`src/rtl/instr_types_pkg.sv`:
```
// ============================================================================
// Module      : instr_types_pkg
// Description : Shared rename/dispatch types and map-history-buffer sizing.
// Revision    : 1.0
// ============================================================================
`default_nettype none

package instr_types_pkg;

  typedef logic [4:0] arch_reg_tag_t;
  typedef logic [5:0] phys_reg_tag_t;

  localparam int MHB_DEPTH = 16;
  typedef logic [3:0] mhb_index_t;

  // Pointer = {wrap bit, index}
  typedef logic [4:0] mhb_ptr_t;

  typedef struct packed {
    arch_reg_tag_t arch;
    phys_reg_tag_t old_phys;
    phys_reg_tag_t new_phys;
  } mhb_entry_t;

  typedef logic [0:0] mhb_state_t;
  localparam mhb_state_t MHB_IDLE    = 1'b0;
  localparam mhb_state_t MHB_RESTORE = 1'b1;

endpackage

`default_nettype wire

```
`src/rtl/map_history_buffer.sv`:
```
// ============================================================================
// Module      : map_history_buffer
// Description : 16-entry rename history FIFO; retires old mappings in order
//               and walks back youngest-first to undo a squash.
// Revision    : 1.0
// ============================================================================
`default_nettype none

module map_history_buffer
  import instr_types_pkg::*;
(
  input  logic          CLK,
  input  logic          nRST,
  input  logic          disp_valid,
  input  arch_reg_tag_t disp_arch_reg_tag,
  input  phys_reg_tag_t disp_old_phys_reg_tag,
  input  phys_reg_tag_t disp_new_phys_reg_tag,
  output logic          disp_ready,
  output mhb_index_t    disp_index,
  input  logic          commit_valid,
  output logic          free_valid,
  output phys_reg_tag_t free_phys_reg_tag,
  input  logic          squash_valid,
  input  mhb_index_t    squash_index,
  output logic          kill_map_valid,
  output arch_reg_tag_t kill_map_dest_arch_reg_tag,
  output phys_reg_tag_t kill_map_old_dest_phys_reg_tag,
  output phys_reg_tag_t kill_map_new_dest_phys_reg_tag,
  output logic          busy
);

  mhb_entry_t entries_q [MHB_DEPTH];

  mhb_ptr_t   head_q, head_d;
  mhb_ptr_t   tail_q, tail_d;
  mhb_index_t stop_q, stop_d;
  mhb_state_t state_q, state_d;

  logic       is_idle;
  logic       full, empty;
  mhb_index_t head_idx, tail_idx, tail_m1_idx;
  mhb_index_t sq_off, stop_off;
  mhb_ptr_t   occupancy;
  logic       sq_accept_idle, sq_accept_restore;
  logic       kill_last;
  logic       disp_fire;

  assign head_idx    = head_q[3:0];
  assign tail_idx    = tail_q[3:0];
  assign tail_m1_idx = tail_idx - 4'd1;
  assign full        = (head_idx == tail_idx) && (head_q[4] != tail_q[4]);
  assign empty       = (head_q == tail_q);

  // Window tests are done as offsets from head so they survive index wrap.
  assign sq_off    = squash_index - head_idx;
  assign stop_off  = stop_q - head_idx;
  assign occupancy = tail_q - head_q;

  assign sq_accept_idle    = is_idle && squash_valid &&
                             ({1'b0, sq_off} < occupancy) && (squash_index != tail_idx);
  assign sq_accept_restore = !is_idle && squash_valid && (sq_off < stop_off);
  assign kill_last         = (tail_m1_idx == stop_q);
  assign disp_fire         = disp_valid && disp_ready;

  // ---------------- FSM: state register ----------------
  always_ff @(posedge CLK or posedge nRST) begin
    if (nRST) state_q <= MHB_IDLE;
    else      state_q <= state_d;
  end

  // ---------------- FSM: next state ----------------
  always_comb begin
    state_d = state_q;
    case (state_q)
      MHB_IDLE:    if (sq_accept_idle) state_d = MHB_RESTORE;
      MHB_RESTORE: if (kill_last && !sq_accept_restore) state_d = MHB_IDLE;
      default:     state_d = MHB_IDLE;
    endcase
  end

  // ---------------- FSM: outputs ----------------
  always_comb begin
    is_idle        = (state_q == MHB_IDLE);
    busy           = (state_q == MHB_RESTORE);
    kill_map_valid = (state_q == MHB_RESTORE);
    disp_ready     = is_idle && !full && !squash_valid;
    free_valid     = commit_valid && !empty && (is_idle || (head_idx != stop_q));
  end

  assign disp_index                     = tail_idx;
  assign free_phys_reg_tag              = entries_q[head_idx].old_phys;
  assign kill_map_dest_arch_reg_tag     = entries_q[tail_m1_idx].arch;
  assign kill_map_old_dest_phys_reg_tag = entries_q[tail_m1_idx].old_phys;
  assign kill_map_new_dest_phys_reg_tag = entries_q[tail_m1_idx].new_phys;

  // ---------------- Pointer next-state ----------------
  always_comb begin
    head_d = head_q;
    tail_d = tail_q;
    stop_d = stop_q;
    if (free_valid) head_d = head_q + 5'd1;
    if (busy)           tail_d = tail_q - 5'd1;
    else if (disp_fire) tail_d = tail_q + 5'd1;
    if (sq_accept_idle || sq_accept_restore) stop_d = squash_index;
  end

  always_ff @(posedge CLK or posedge nRST) begin
    if (nRST) begin
      head_q <= '0;
      tail_q <= '0;
      stop_q <= '0;
    end else begin
      head_q <= head_d;
      tail_q <= tail_d;
      stop_q <= stop_d;
    end
  end

  // Storage carries no reset; stale entries are never read as valid.
  always_ff @(posedge CLK) begin
    if (disp_fire) begin
      entries_q[tail_idx] <= '{arch:     disp_arch_reg_tag,
                               old_phys: disp_old_phys_reg_tag,
                               new_phys: disp_new_phys_reg_tag};
    end
  end

endmodule

`default_nettype wire
```
`config.mk`:
```
export PLATFORM = sky130hd
export DESIGN_NAME = map_history_buffer
export DESIGN_NICKNAME = d
export VERILOG_FILES = /design/src/rtl/instr_types_pkg.sv /design/src/rtl/map_history_buffer.sv
export SDC_FILE = /design/constraint.sdc
export NUM_CORES = 1
export LEC_CHECK = 0
export ABC_AREA = 1
export CORE_MARGIN = 5
export CORE_UTILIZATION = 63
export CTS_BUF_LIST = sky130_fd_sc_hd__clkbuf_4
export DETAILED_ROUTE_END_ITERATION = 8
export PLACE_DENSITY = 0.85
export SYNTH_ARGS = -nofsm -noshare
export SYNTH_HDL_FRONTEND = slang
export SYNTH_SLANG_ARGS = --single-unit
export TNS_END_PERCENT = 10
```
`constraint.sdc`:
```
create_clock -name CLK -period 3.3 [get_ports CLK]
set_clock_uncertainty 0.15 [all_clocks]
set_input_delay 0.495 -clock CLK [delete_from_list [all_inputs] [get_ports CLK]]
set_output_delay 0.495 -clock CLK [all_outputs]
set_load 0.02 [all_outputs]
```
## Word-level counts from Yosys, hierarchy flattened

Memories as Yosys holds them, arrays and structs flattened.
Cells that the tools add are included.
W data, S select, Z words.

- RAM bits: 272
- Register bits: 15
- Word-level logic and storage cells: 47
- Memories: 1

- Add/sub/neg operators: 7
- Magnitude comparators: 2
- Bitwise gates (word level): 1
- Eq/ne operators: 6
- Multiplexer cells: 7
- Reductions and logical operators: 19

Memory list:

| memory | depth | bits a word | read ports | clocked after Yosys merged registers in | write ports | line | RTL |
|---|---|---|---|---|---|---|---|
| entries_q | 16 | 17 | 2 | 0 | 1 | map_history_buffer.sv:32 | `mhb_entry_t entries_q [MHB_DEPTH];` |

Operators with widths:

| operator | count |
|---|---|
| $logic_and A1 B1 Y1 | 12 |
| $add A5 B1 Y5 const B | 2 |
| $mux W5 | 2 |
| $eq A4 B4 Y1 | 2 |
| $ne A4 B4 Y1 | 2 |
| $sub A4 B4 Y4 | 2 |
| $eq A5 B5 Y1 | 1 |
| $lt A4 B5 Y1 | 1 |
| $sub A5 B1 Y5 const B | 1 |
| $sub A5 B5 Y5 | 1 |
| $logic_not A1 Y1 | 4 |
| $lt A4 B4 Y1 | 1 |
| $mux W1 | 4 |
| $sub A4 B1 Y4 const B | 1 |
| $logic_or A1 B1 Y1 | 2 |
| $pmux W1 S2 | 1 |
| $reduce_bool A2 Y1 | 1 |
| $ne A1 B1 Y1 | 1 |
| $not A1 Y1 | 1 |

## Logic depth before layout (Yosys ltp)

Gate-level depths: netlist of run 1.

- Word-level depth: 8
- Depth in mapped cells: 19

## Least setup slack after synthesis of run 1

Ideal clock, no wire load.

- Path kind: reg-to-reg
- Start point: reg tail_q[0]
- End point: mem entries_q[0][0] in the netlist's numbering (enable)
- Clock period less this slack: 3,122 ps
- Data required time: 2,760 ps
- Setup slack: 178 ps
- Cell stages (with the launch flop): 11
- Arrival time: 2,582 ps
- Cell sequence: dfrtp_1 -> inv_2 -> buf_2 -> buf_2 -> ha_1 -> nand4_1 -> o21a_1 -> nand2_1 -> inv_1 -> nand2_1 -> nor2_1

- Word-level cells in the longest chain between the ends: 8

RTL lines:

| item | line | RTL |
|---|---|---|
| from (decl) | map_history_buffer.sv:35 | `mhb_ptr_t tail_q, tail_d;` |
| from (signal assigned) | map_history_buffer.sv:114 | `tail_q <= tail_d;` |
| $eq A4 B4 Y1 | map_history_buffer.sv:51 | `assign full = (head_idx == tail_idx) && (head_q[4] != tail_q[4]);` |
| $logic_and A1 B1 Y1 | map_history_buffer.sv:51 |  |
| $logic_not A1 Y1 | map_history_buffer.sv:86 | `disp_ready = is_idle && !full && !squash_valid;` |
| $logic_and A1 B1 Y1 (2 in series) | map_history_buffer.sv:86 |  |
| named net disp_ready | map_history_buffer.sv:18 | `output logic disp_ready,` |
| $logic_and A1 B1 Y1 | map_history_buffer.sv:63 | `assign disp_fire = disp_valid && disp_ready;` |
| $mux W1 | map_history_buffer.sv:121 | `if (disp_fire) begin` |
| $mux W1 (not written as such) | map_history_buffer.sv:122 | `entries_q[tail_idx] <= '{arch: disp_arch_reg_tag,` |
| to (decl) | map_history_buffer.sv:32 |  |

The timed path passes the listed nets, and every way through them passes these cells.

## Worst setup path after layout of run 1

- Start point: reg tail_q[0]
- End point: out kill_map_dest_arch_reg_tag[4]

- Word-level cells in the longest chain between the ends: 2

RTL lines:

| item | line | RTL |
|---|---|---|
| $sub A4 B1 Y4 | map_history_buffer.sv:50 | `assign tail_m1_idx = tail_idx - 4'd1;` |
| $mem_v2 Z16 W17 | -- |  |
| to (decl) | map_history_buffer.sv:26 | `output arch_reg_tag_t kill_map_dest_arch_reg_tag,` |

Every way passes these cells.

==> run metrics, run 1 <==
outcome finished, violations left; violations in the final reports setup timing; slew margin rel. 51.6%; depth of the most critical reg-to-reg path 16; IO buf count 56; initial DRC count 1238; Lkg Pwr 5.73 nW; met2 routed WL 17500 um; dominant cells by area after synthesis edfxtp_1 62%, o21ai_0 7.0%, nor2_1 5.7%, nand2_1 3.5%, o211ai_1 3.3%; metal3 WL 3870 um; biggest area consumer among synthesized cells edfxtp_1; final wirelength 35600 um; drc violations 0; Vias 10300; first-pass GRT wire length 53700 um; Clock Sink Count 287; hold_ws 0.0331 ns; most common flop cell mapped by yosys edfxtp_1; vias in the first global route 9959; M1 WL 12900 um; grt total ovfl 0; Area Overhead vs Synth 16.9%; Post-synth EDFFs 272; gpl congestion 0.858; Syn Nets 1267; chip height 155 um; Worst-path clk slew 0.06 ns; min Tclk post-route 3.34 ns; CTS Buffer Depth 3; worst-skew pair later-pin latency 0.68 ns; Final nets 1386; reg2reg start tail_q[0]; Core Rows 53; DR WL/cell 21.5 um; Final setup viols 6; CTS root buf clkbuf_4; Final Hold Fails 0; max cap viols 0; Global Route Usage Sum 29.1%; core area 20900 um^2; Overall Power 16.9 mW; YS warnings 0; Via density 6.20; Netlist cell types 33; Setup crit start kind register; part of the Yosys area used for sequential elements 64.5%; synthesized area 13200 um^2; hold crit path type input pin to asynchronous set/reset pin; # IOs 57; TritonCTS buffer count 73; post-route ant nets 0; RSZ-0062 raised after global routing yes; VDD IR max 0.945 mV; Initial Util 63.4%; f_max 300 MHz; Worst EP required 2.65 ns; Die W 155 um; Mean Syn Cell Area 10.9 um^2; share of layout cells above drive strength 1 16.9%; FFs w/ async S/R, synth 5.23%; PwrDens 1090 nW/um^2; Finished Cell Area 15500 um^2; Max Used Layer met4; top post-synthesis cells by count 272 x edfxtp_1, 202 x nor2_1, 186 x o21ai_0; Slew @ Worst Pin 0.723 ns; Post-CTS Hold Buffers 0; Max FO, Critical Path 18; critical path class register to output port; # H-tree levels 3; initial antenna violation count 1; placed wire-length estimate 20500 um; CTS tree done; max-slew violations 0; top-count cell post-synth edfxtp_1; largest net degree at the start of global routing 89; reg2reg setup slack 0.25 ns; share of the synthesized area in the top cell type 61.6%; DIE AREA 24000 um^2; Final WS setup -0.0367 ns; Final period util 101%; drt first pass iters 6; placed instance area 14200 um^2; final cell utilization of the core 74.2%; Cells after Synth 1212; element type at the critical path end output port; FF+latch count, synth 287; CP arrival 2.69 ns; Worst R2R End stop_q[3]
per-layer routing:
layer  GRT usage (%)  vias up
li1                -     4602
met1            36.4     4785
met2            48.3      751
met4            13.8        0
met3            6.84      116
met5               0        -
worst max-delay path: stages (launching register included):
cell and delay [ns]:
dfrtp_4 0.45, inv_8 0.05, ha_4 0.38, buf_4 0.17, buf_16 0.15, o21ai_0 0.14, o211ai_1 0.23, nand3_1 0.14
o21ai_2 0.12, buf_6 0.15
cell type report:
cell class	count	area (um^2)
Timing Repair inverter	1	5.00
Clock buffer	107	803
Sequential cell	287	8550
Tap cell	275	344
Fill cell	1319	5400
Clock inverter	14	145
Antenna cell	1	2.50
Multi-Input combinational cell	781	4100
Timing Repair Buffer	117	1260
Inverter	70	284
cells in the final DEF, fill, tap and decap left out, types with 4 or more instances in the layout:
cell type	count
fa_1	4
o211ai_1	58
a21oi_1	38
o22ai_1	6
nand3_1	74
dfrtp_1	13
buf_16	5
nor2_2	17
inv_1	60
clkinv_1	8
edfxtp_1	272
buf_6	8
buf_4	49
dlymetal6s2s_1	5
nand2_1	125
clkbuf_4	107
o21ai_1	33
xor2_1	9
xnor2_1	8
inv_2	6
ha_1	24
nor2_1	185
o221ai_1	6
clkdlybuf4s50_1	31
buf_12	8
o21ai_0	177
o21ai_2	5
report_power, final:
| group | leakage, nW | internal, mW | switching (mW) |
|---|---|---|---|
| Combinational | 2.55 | 3.53 | 5.95 |
| Sequential | 2.62 | 4.13 | 0.157 |
| Clock | 0.559 | 1.71 | 1.39 |
per-stage QoR:
step / setup slack (ns) / cells / TNS [ns]
floorplan: 0.178 / 1212 / 0
global placement: 0.245 / 1518 / 0
detailed placement: 0.164 / 1518 / 0
CTS: -0.0595 / 1645 / -0.0872
global route: -0.136 / 1653 / -1.14
finish: -0.0367 / 1653 / -0.0748
what timing repair did:
action,4_1_cts,5_1_grt
pin swaps,6,6
resized for setup,102,34
endpoints found under the setup margin,25,23
cloned,3,2
buffers inserted,3,5
hold endpoints to repair,0,0
registers in the layout (all words and copies together), names as in the netlist:
register / count
head_q: 5
tail_q: 5
busy: 1
stop_q: 4
entries_q: 272
logic make-up after synthesis:
group                    Yosys count  share of synthesized area (%)
adder cells (fa/ha/maj)           29                           2.97
AO/OA/AOI/OAI                    324                           13.6
XOR/XNOR                          17                           1.12
flip-flops                       287                           64.5
buffers and inverters            144                           5.16
AND/OR/NAND/NOR                  411                           12.7
worst max-delay path by stage:
| stage | start | slack, ns | to |
|---|---|---|---|
| floorplan | tail_q[0] | 0.18 | entries_q[0][0] |
| global placement | squash_index[0] | 0.24 | stop_q[1] |
| detailed placement | squash_index[0] | 0.16 | stop_q[3] |
| CTS | tail_q[0] | -0.06 | kill_map_dest_arch_reg_tag[3] |
| global route | tail_q[0] | -0.14 | kill_map_dest_arch_reg_tag[4] |
| finish | tail_q[0] | -0.04 | kill_map_dest_arch_reg_tag[4] |
Note: power is estimated with default switching activity, not from simulation.
==> inputs of run 2 (changes only) <==
Settings changed: SLEW_MARGIN set to 20.
==> results of run 2 <==
Same layout as run 1: the final DEF is identical, and so are final timing and power.
